### src/rtl/seq_code_pkg.sv
// Shared types and constants for the serial unlock-code transmitter.
package seq_code_pkg;

  typedef enum logic [1:0] {IDLE, SHIFT, GAP, DONE} tx_state_t;

  localparam int          CODE_LEN_DEF   = 11;
  localparam logic [10:0] UNLOCK_CODE    = 11'b000_1001_0100;
  localparam logic        IDLE_LEVEL_DEF = 1'b0;

  // Counter width able to hold values 0..n-1, never narrower than one bit.
  function automatic int cnt_width(input int n);
    return (n > 1) ? $clog2(n) : 1;
  endfunction

endpackage

### src/rtl/seq_code_piso.sv
// Parallel-in serial-out shift register; the MSB is the bit currently on the line.
module seq_code_piso #(
  parameter int WIDTH = 11
) (
  input  logic             clk,
  input  logic             rst,
  input  logic             load,
  input  logic             shift_en,
  input  logic [WIDTH-1:0] data,
  output logic             msb
);

  logic [WIDTH-1:0] sreg;

  always_ff @(posedge clk or posedge rst) begin
    if (rst) begin
      sreg <= '0;
    end else if (load) begin
      sreg <= data;
    end else if (shift_en) begin
      sreg <= {sreg[WIDTH-2:0], 1'b0};
    end
  end

  assign msb = sreg[WIDTH-1];

endmodule

### src/rtl/seq_code_tx.sv
// Serial unlock-code transmitter: sends a code word MSB-first, optionally repeated with
// an idle gap between frames, with start/ready handshake, abort and status pulses.
module seq_code_tx
  import seq_code_pkg::*;
#(
  parameter int   CODE_LEN   = CODE_LEN_DEF,
  parameter int   GAP_CYCLES = 4,
  parameter logic IDLE_LEVEL = IDLE_LEVEL_DEF,
  parameter int   REPEAT_W   = 4
) (
  input  logic                clk,
  input  logic                rst,
  input  logic                start_i,
  input  logic [CODE_LEN-1:0] code_i,
  input  logic [REPEAT_W-1:0] repeat_i,
  input  logic                abort_i,
  output logic                tx_o,
  output logic                tx_en_o,
  output logic                ready_o,
  output logic                busy_o,
  output logic                done_o,
  output logic                aborted_o
);

  localparam int BIT_W = cnt_width(CODE_LEN);
  localparam int GAP_W = cnt_width(GAP_CYCLES + 1);
  localparam logic [BIT_W-1:0] BIT_INIT = BIT_W'(CODE_LEN - 1);
  localparam logic [GAP_W-1:0] GAP_INIT = GAP_W'((GAP_CYCLES > 0) ? GAP_CYCLES - 1 : 0);

  tx_state_t           state;
  tx_state_t           state_next;
  logic [BIT_W-1:0]    bit_cnt;
  logic [GAP_W-1:0]    gap_cnt;
  logic [REPEAT_W-1:0] frames_left;
  logic [CODE_LEN-1:0] shadow;
  logic [CODE_LEN-1:0] load_data;
  logic                accept;
  logic                abort_hit;
  logic                frame_end;
  logic                gap_end;
  logic                reload;
  logic                msb;
  logic                aborted_q;

  assign accept    = (state == IDLE) && start_i && !abort_i;
  assign abort_hit = ((state == SHIFT) || (state == GAP)) && abort_i;
  assign frame_end = (state == SHIFT) && (bit_cnt == '0);
  assign gap_end   = (state == GAP) && (gap_cnt == '0);
  // The next frame starts either straight after the last bit or after the gap expires.
  assign reload    = !abort_hit && (frames_left != '0) &&
                     ((GAP_CYCLES == 0) ? frame_end : gap_end);
  assign load_data = (state == IDLE) ? code_i : shadow;

  seq_code_piso #(
    .WIDTH(CODE_LEN)
  ) u_piso (
    .clk     (clk),
    .rst     (rst),
    .load    (accept || reload),
    .shift_en(state == SHIFT),
    .data    (load_data),
    .msb     (msb)
  );

  always_ff @(posedge clk or posedge rst) begin
    if (rst) begin
      state <= IDLE;
    end else begin
      state <= state_next;
    end
  end

  always_comb begin
    state_next = state;
    case (state)
      IDLE: begin
        if (accept) state_next = SHIFT;
      end
      SHIFT: begin
        if (abort_i) begin
          state_next = IDLE;
        end else if (frame_end) begin
          if (GAP_CYCLES > 0)          state_next = GAP;
          else if (frames_left != '0)  state_next = SHIFT;
          else                         state_next = DONE;
        end
      end
      GAP: begin
        if (abort_i) begin
          state_next = IDLE;
        end else if (gap_end) begin
          state_next = (frames_left != '0) ? SHIFT : DONE;
        end
      end
      DONE:    state_next = IDLE;
      default: state_next = IDLE;
    endcase
  end

  always_ff @(posedge clk or posedge rst) begin
    if (rst) begin
      bit_cnt     <= '0;
      gap_cnt     <= '0;
      frames_left <= '0;
      shadow      <= '0;
      aborted_q   <= 1'b0;
    end else begin
      aborted_q <= abort_hit;
      if (accept) begin
        shadow      <= code_i;
        frames_left <= (repeat_i == '0) ? '0 : repeat_i - 1'b1;
        bit_cnt     <= BIT_INIT;
      end
      if (state == SHIFT) begin
        bit_cnt <= frame_end ? BIT_INIT : bit_cnt - 1'b1;
      end
      if (frame_end) begin
        gap_cnt <= GAP_INIT;
      end else if ((state == GAP) && (gap_cnt != '0)) begin
        gap_cnt <= gap_cnt - 1'b1;
      end
      if (reload) begin
        frames_left <= frames_left - 1'b1;
      end
    end
  end

  always_comb begin
    tx_o    = IDLE_LEVEL;
    tx_en_o = 1'b0;
    ready_o = 1'b0;
    busy_o  = 1'b0;
    done_o  = 1'b0;
    case (state)
      IDLE:  ready_o = 1'b1;
      SHIFT: begin
        tx_o    = msb;
        tx_en_o = 1'b1;
        busy_o  = 1'b1;
      end
      GAP:   busy_o = 1'b1;
      DONE: begin
        busy_o = 1'b1;
        done_o = 1'b1;
      end
      default: ready_o = 1'b0;
    endcase
  end

  assign aborted_o = aborted_q;

endmodule

### config.mk
export PLATFORM = sky130hd
export DESIGN_NAME = seq_code_tx
export DESIGN_NICKNAME = d
export VERILOG_FILES = /design/src/rtl/seq_code_pkg.sv /design/src/rtl/seq_code_piso.sv /design/src/rtl/seq_code_tx.sv
export SDC_FILE = /design/constraint.sdc
export NUM_CORES = 1
export LEC_CHECK = 0
export ABC_CLOCK_PERIOD_IN_PS = 5400
export CORE_MARGIN = 4
export CORE_UTILIZATION = 25
export DETAILED_ROUTE_END_ITERATION = 7
export HOLD_SLACK_MARGIN = 0.12
export SYNTH_ARGS = -nofsm -noshare
export SYNTH_HDL_FRONTEND = slang
export SYNTH_SLANG_ARGS = --single-unit
### constraint.sdc
create_clock -name clk -period 5.4 [get_ports clk]
set_clock_uncertainty 0.1 [all_clocks]
set_input_delay 0.81 -clock clk [delete_from_list [all_inputs] [get_ports clk]]
set_output_delay 0.81 -clock clk [all_outputs]
set_load 0.005 [all_outputs]
# Word-level counts from Yosys, hierarchy flattened
# Cells that the tools add are included.
totals:
  rom_bits: 0
  input_bits: 19
  wordCells: 64
  mem_count: 0
  ramBits: 0
  out_inout_bits: 6
  regBits: 36
  latch_bits: 0
classes:
  reduce_logical: 24
  multipliers: 0
  addsub: 4
  n_mux: 23
  shift: 0
  eq_ne: 6
  order_cmp: 0
  bitwise: 0
  div_mod_pow: 0
ops:
  columns: ["operator", "n"]
  rows:
  - ["$mux 11", 3]
  - ["$mux 4", 6]
  - ["$mux 2", 6]
  - ["$sub 4x1->4 const B", 3]
  - ["$logic_and 1x1->1", 8]
  - ["$logic_not 4->1", 2]
  - ["$pmux 2 s4", 1]
  - ["$reduce_bool 2->1", 4]
  - ["$mux 3", 2]
  - ["$ne 3x3->1 const B", 2]
  - ["$mux 1", 5]
  - ["$eq 2x2->1 const B", 2]
  - ["$reduce_bool 4->1", 1]
  - ["$logic_not 3->1", 1]
  - ["$reduce_and 3->1", 1]
  - ["$reduce_bool 3->1", 1]
  - ["$reduce_or 3->1", 1]
  - ["$sub 3x1->3 const B", 1]
  - ["$eq 2x1->1 const B", 1]
  - ["$logic_not 1->1", 2]
  - ["$logic_not 2->1", 1]
  - ["$logic_or 1x1->1", 2]
  - ["$ne 2x2->1 const B", 1]

# Logic depth before layout (Yosys ltp)
depth:
  depth_word: 8
  depth_mapped: 9
  depth_no_buf: 7

# Modules after synthesis
# Synthesis repeated with hierarchy kept, for this count alone.
unflattened:
  hier_cells: 216
  area_unflattened_um2: 2042.0
modules_own_cells:
  columns: ["module", "area_each_um2", "cells_each", "n_inst"]
  rows:
  - ["seq_code_tx", 1539.0, 168, 1]
  - ["seq_code_piso", 503.0, 48, 1]

# Worst setup path after synthesis
# Ideal clock, no wire load.
synth_timing:
  path_kind: "reg-to-output"
  start: "register state[1]"
  end: "output port tx_o"
  required_time_ns: 4.490
  arrival_time_ns: 1.301
  setup_slack_ns: 3.189
  path_stages_with_launch: 6
  cell_sequence: "dfrtp_1 inv_1 ha_1 buf_2 buf_2 and2_1"
synth_between:
  elab_chain_len: 2
synth_lines:
  columns: ["item", "line_no", "text"]
  rows:
  - ["start: declaration", "seq_code_tx.sv:30", "tx_state_t state;"]
  - ["start signal: assignment", "seq_code_tx.sv:69", "state <= state_next;"]
  - ["$eq 2x1->1", "seq_code_tx.sv:134", "case (state)"]
  - ["$mux 1", "seq_code_tx.sv:134", null]
  - ["end: declaration", "seq_code_tx.sv:17", "output logic tx_o,"]
# Every way passes these cells.

# Worst setup path after layout
layout_timing:
  start: "register state[0]"
  end: "register frames_left[3]"
layout_between:
  elab_chain_len: 7
layout_lines:
  columns: ["item", "line_no", "text"]
  rows:
  - ["$eq 2x1->1 / $eq 2x2->1 (equally long branches)", "seq_code_tx.sv:46, seq_code_tx.sv:48", null]
  - ["$logic_or 1x1->1", "seq_code_tx.sv:46", "assign abort_hit = ((state == SHIFT) || (state == GAP)) && abort_i;"]
  - ["$logic_and 1x1->1", "seq_code_tx.sv:46", null]
  - ["$logic_not 1->1", "seq_code_tx.sv:50", "assign reload = !abort_hit && (frames_left != '0) &&"]
  - ["$logic_and 1x1->1 (2 in series)", "seq_code_tx.sv:50", null]
  - ["$mux 4 / $reduce_bool 2->1 (equally long branches)", null, null]
  - ["end signal: assignment", "seq_code_tx.sv:111", "frames_left <= (repeat_i == '0) ? '0 : repeat_i - 1'b1;"]
  - ["end signal: assignment", "seq_code_tx.sv:123", "frames_left <= frames_left - 1'b1;"]
  - ["end: declaration", "seq_code_tx.sv:34", "logic [REPEAT_W-1:0] frames_left;"]
# Several ways; a longest one is shown, not always the timed one.
# A chain may end at the register's enable or synchronous reset.

==> run metrics <==
core area=0.00781 mm²; Yosys top cell by area=dfrtp_1; Num CTS Buffers=5; DRC viols=0; GRT met3 Usage=2.93%; min Tclk post-route=3450 ps; Starting Density=25.9%; GRT Overall Usage=9.43%; Post-synth EDFFs=0; Worst-path clk slew=70 ps; met1 usage=11.8%; die area=0.00958 mm²; Synth Instances=213; Pins Over Slew Limit=0; WL final=4.36 mm; period utilisation layout=63.9%; H-tree levels=2; r2r endpoint=frames_left[3]; final net count=263; Most used DFF post-synth=dfrtp_1; Worst-Skew Late Latency=280 ps; final setup violating endpoints=0; GR Layer Usage met2=15.5%; area grow syn2layout=20.7%; top cells by area, synth=dfrtp_1, nand2_1, mux2i_1, ha_1, a211oi_2; CTS tree=built; Worst Path Arrival=3560 ps; vias per inst=4.59; antenna cells=0; Post-CTS Setup Inserts=0; critical path capture point=frames_left[3]; RR Startpoint=state[0]; unrepaired setup endpoints after global routing=no; first-pass GRT wire length=7.40 mm; Post-Syn Area per Cell=9.48 µm²; peak supply drop=0.130 mV; FF+latch count, synth=36; Fin. Hold Viols=0; Rel. slew slack=39.2%; Final TNS setup=0 ps; Bufs on Longest Clock Path=2; WL per Instance=12.9 µm; post-CTS sizing=0; Leak Pwr=1.11 nW; die width=97.9 µm; Seq/Total Area, Yosys=44.6%; hold crit path type=reg2reg; largest net degree at the start of global routing=37; top-count cell post-synth=nand2_1; share of layout cells above drive strength 1=7.63%; dpl cell area=0.00235 mm²; 1st-iter DRT viols=65; worst r2r path cells=6; CP Launch Point=state[0]; Design Power=0.00131 W; root buffer cell=clkbuf_8; status=finished, final reports clean; Crit Path Class=reg2reg; Max Fclk=290 MHz; worst reg2reg setup slack=1950 ps; synthesized cell area=0.00202 mm²; Post-CTS Hold Buffers=0; gr busiest metal=met2; Power Density=536 mW/mm²; post-layout util=31.2%; CP startpoint kind=register; post-route cell area=0.00244 mm²; Worst Setup End Kind=register; input/output buffers=24; die height=97.9 µm; FILL cells=819; vias post-DR=1551; Initial DRT Pass Iterations=4; Ys Warns=0; GRT overflow=0; Post-Syn Nets=241; Synth top cells by count=nand2_1, dfrtp_1, a21oi_1; antenna violations before repair=0; Final HPWL DP=2.97 mm; num rows=32; Clock Sink Count=36; worst path required time=5510 ps; DRT antenna net count=0; vias in the first global route=1605; Synth cell types=39; share of the synthesized area in the top cell type=44.6%; Crit Path Max Fanout=23; Max-cap violations=0; async set or reset register ratio after synthesis=100%; RD Place Congestion=0.727; Worst-Margin Slew=912 ps; top-level I/O count=25
==> state kept, by name, indices dropped and copies added, names as in the netlist <==
signal       cells
shadow          11
u_piso.sreg     11
bit_cnt          4
frames_left      4
gap_cnt          3
state            2
aborted_o        1
==> how the worst min path moves through the flow <==
stage / end / slack (ps) / from / cells past startpoint
2_1_floorplan: shadow[0] / 340 / shadow[0] / 2
3_3_place_gp: shadow[5] / 360 / shadow[5] / 2
3_5_place_dp: shadow[3] / 360 / shadow[3] / 2
4_1_cts: shadow[3] / 380 / shadow[3] / 2
5_1_grt: shadow[0] / 400 / shadow[0] / 2
6_report: shadow[5] / 370 / shadow[5] / 2
==> report_power, final <==
part | leakage [nW] | internal, W | switching (W) | total (W)
Sequential | 0.434 | 0.000404 | 0.0000884 | 0.000493
Combinational | 0.632 | 0.000292 | 0.000322 | 0.000614
Clock | 0.0455 | 0.000104 | 0.0000947 | 0.000199
Total | 1.11 | 0.000800 | 0.000505 | 0.00131
==> stage by stage <==
stage	std cells	setup slack, ps	hold slack (ps)
6_report	338	1950	374
5_1_grt	338	1650	401
4_1_cts	338	1930	379
3_5_place_dp	330	1960	361
3_3_place_gp	330	1990	356
2_1_floorplan	213	3190	345
==> cells in the final DEF (no fill, tap or decap), drive strengths merged, types with 2 or more instances in the layout <==
| master | synthesis | layout |
|---|---|---|
| nor3 | 5 | 5 |
| clkdlybuf4s50 | 0 | 24 |
| and2 | 2 | 2 |
| nor2 | 4 | 4 |
| nand3 | 3 | 3 |
| a211oi | 10 | 10 |
| a21oi | 16 | 16 |
| o21ai | 5 | 5 |
| ha | 9 | 9 |
| clkbuf | 5 | 8 |
| mux2i | 14 | 14 |
| nand2 | 41 | 41 |
| nor2b | 13 | 13 |
| nand2b | 2 | 2 |
| inv | 15 | 15 |
| dfrtp | 36 | 36 |
| o211ai | 3 | 3 |
| buf | 6 | 2 |
| or2 | 2 | 2 |
| o31ai | 2 | 2 |
| nor4b | 2 | 2 |
| a221oi | 2 | 2 |
==> routing by layer <==
layer	share of wire, %	vias up
li1	-	783
met1	49	738
met2	46	24
met3	4.1	6
met4	0.92	0
met5	0	-
==> critical path, stage by stage, from the launching register on <==
cell	delay, ps
dfrtp_1	430
inv_1	140
ha_1	780
and3b_1	800
a41o_1	750
o21ai_0	200
a21oi_1	180
==> final cells by class <==
type	instances	area [µm²]	share of cell area (%)
repair buffers	26	255	10.5
inverters	15	56.3	2.31
well taps	102	128	5.24
multi-input cells	151	1010	41.3
flip-flops and latches	36	901	37.0
clock buffers	8	90.1	3.70
==> kinds of logic (layout without fill, tap and decap cells) <==
| family | after synthesis | count (layout) | share of synthesized area [%] |
|---|---|---|---|
| AO/OA/AOI/OAI | 47 | 47 | 17.5 |
| XOR/XNOR | 1 | 1 | 0.434 |
| adder cells (fa/ha/maj) | 9 | 9 | 5.58 |
| buffers and inverters | 26 | 49 | 5.51 |
| flip-flops | 36 | 36 | 44.6 |
| multiplexers | 15 | 15 | 7.50 |
| AND/OR/NAND/NOR | 79 | 79 | 18.9 |
Note: power is estimated with default switching activity, not from simulation.
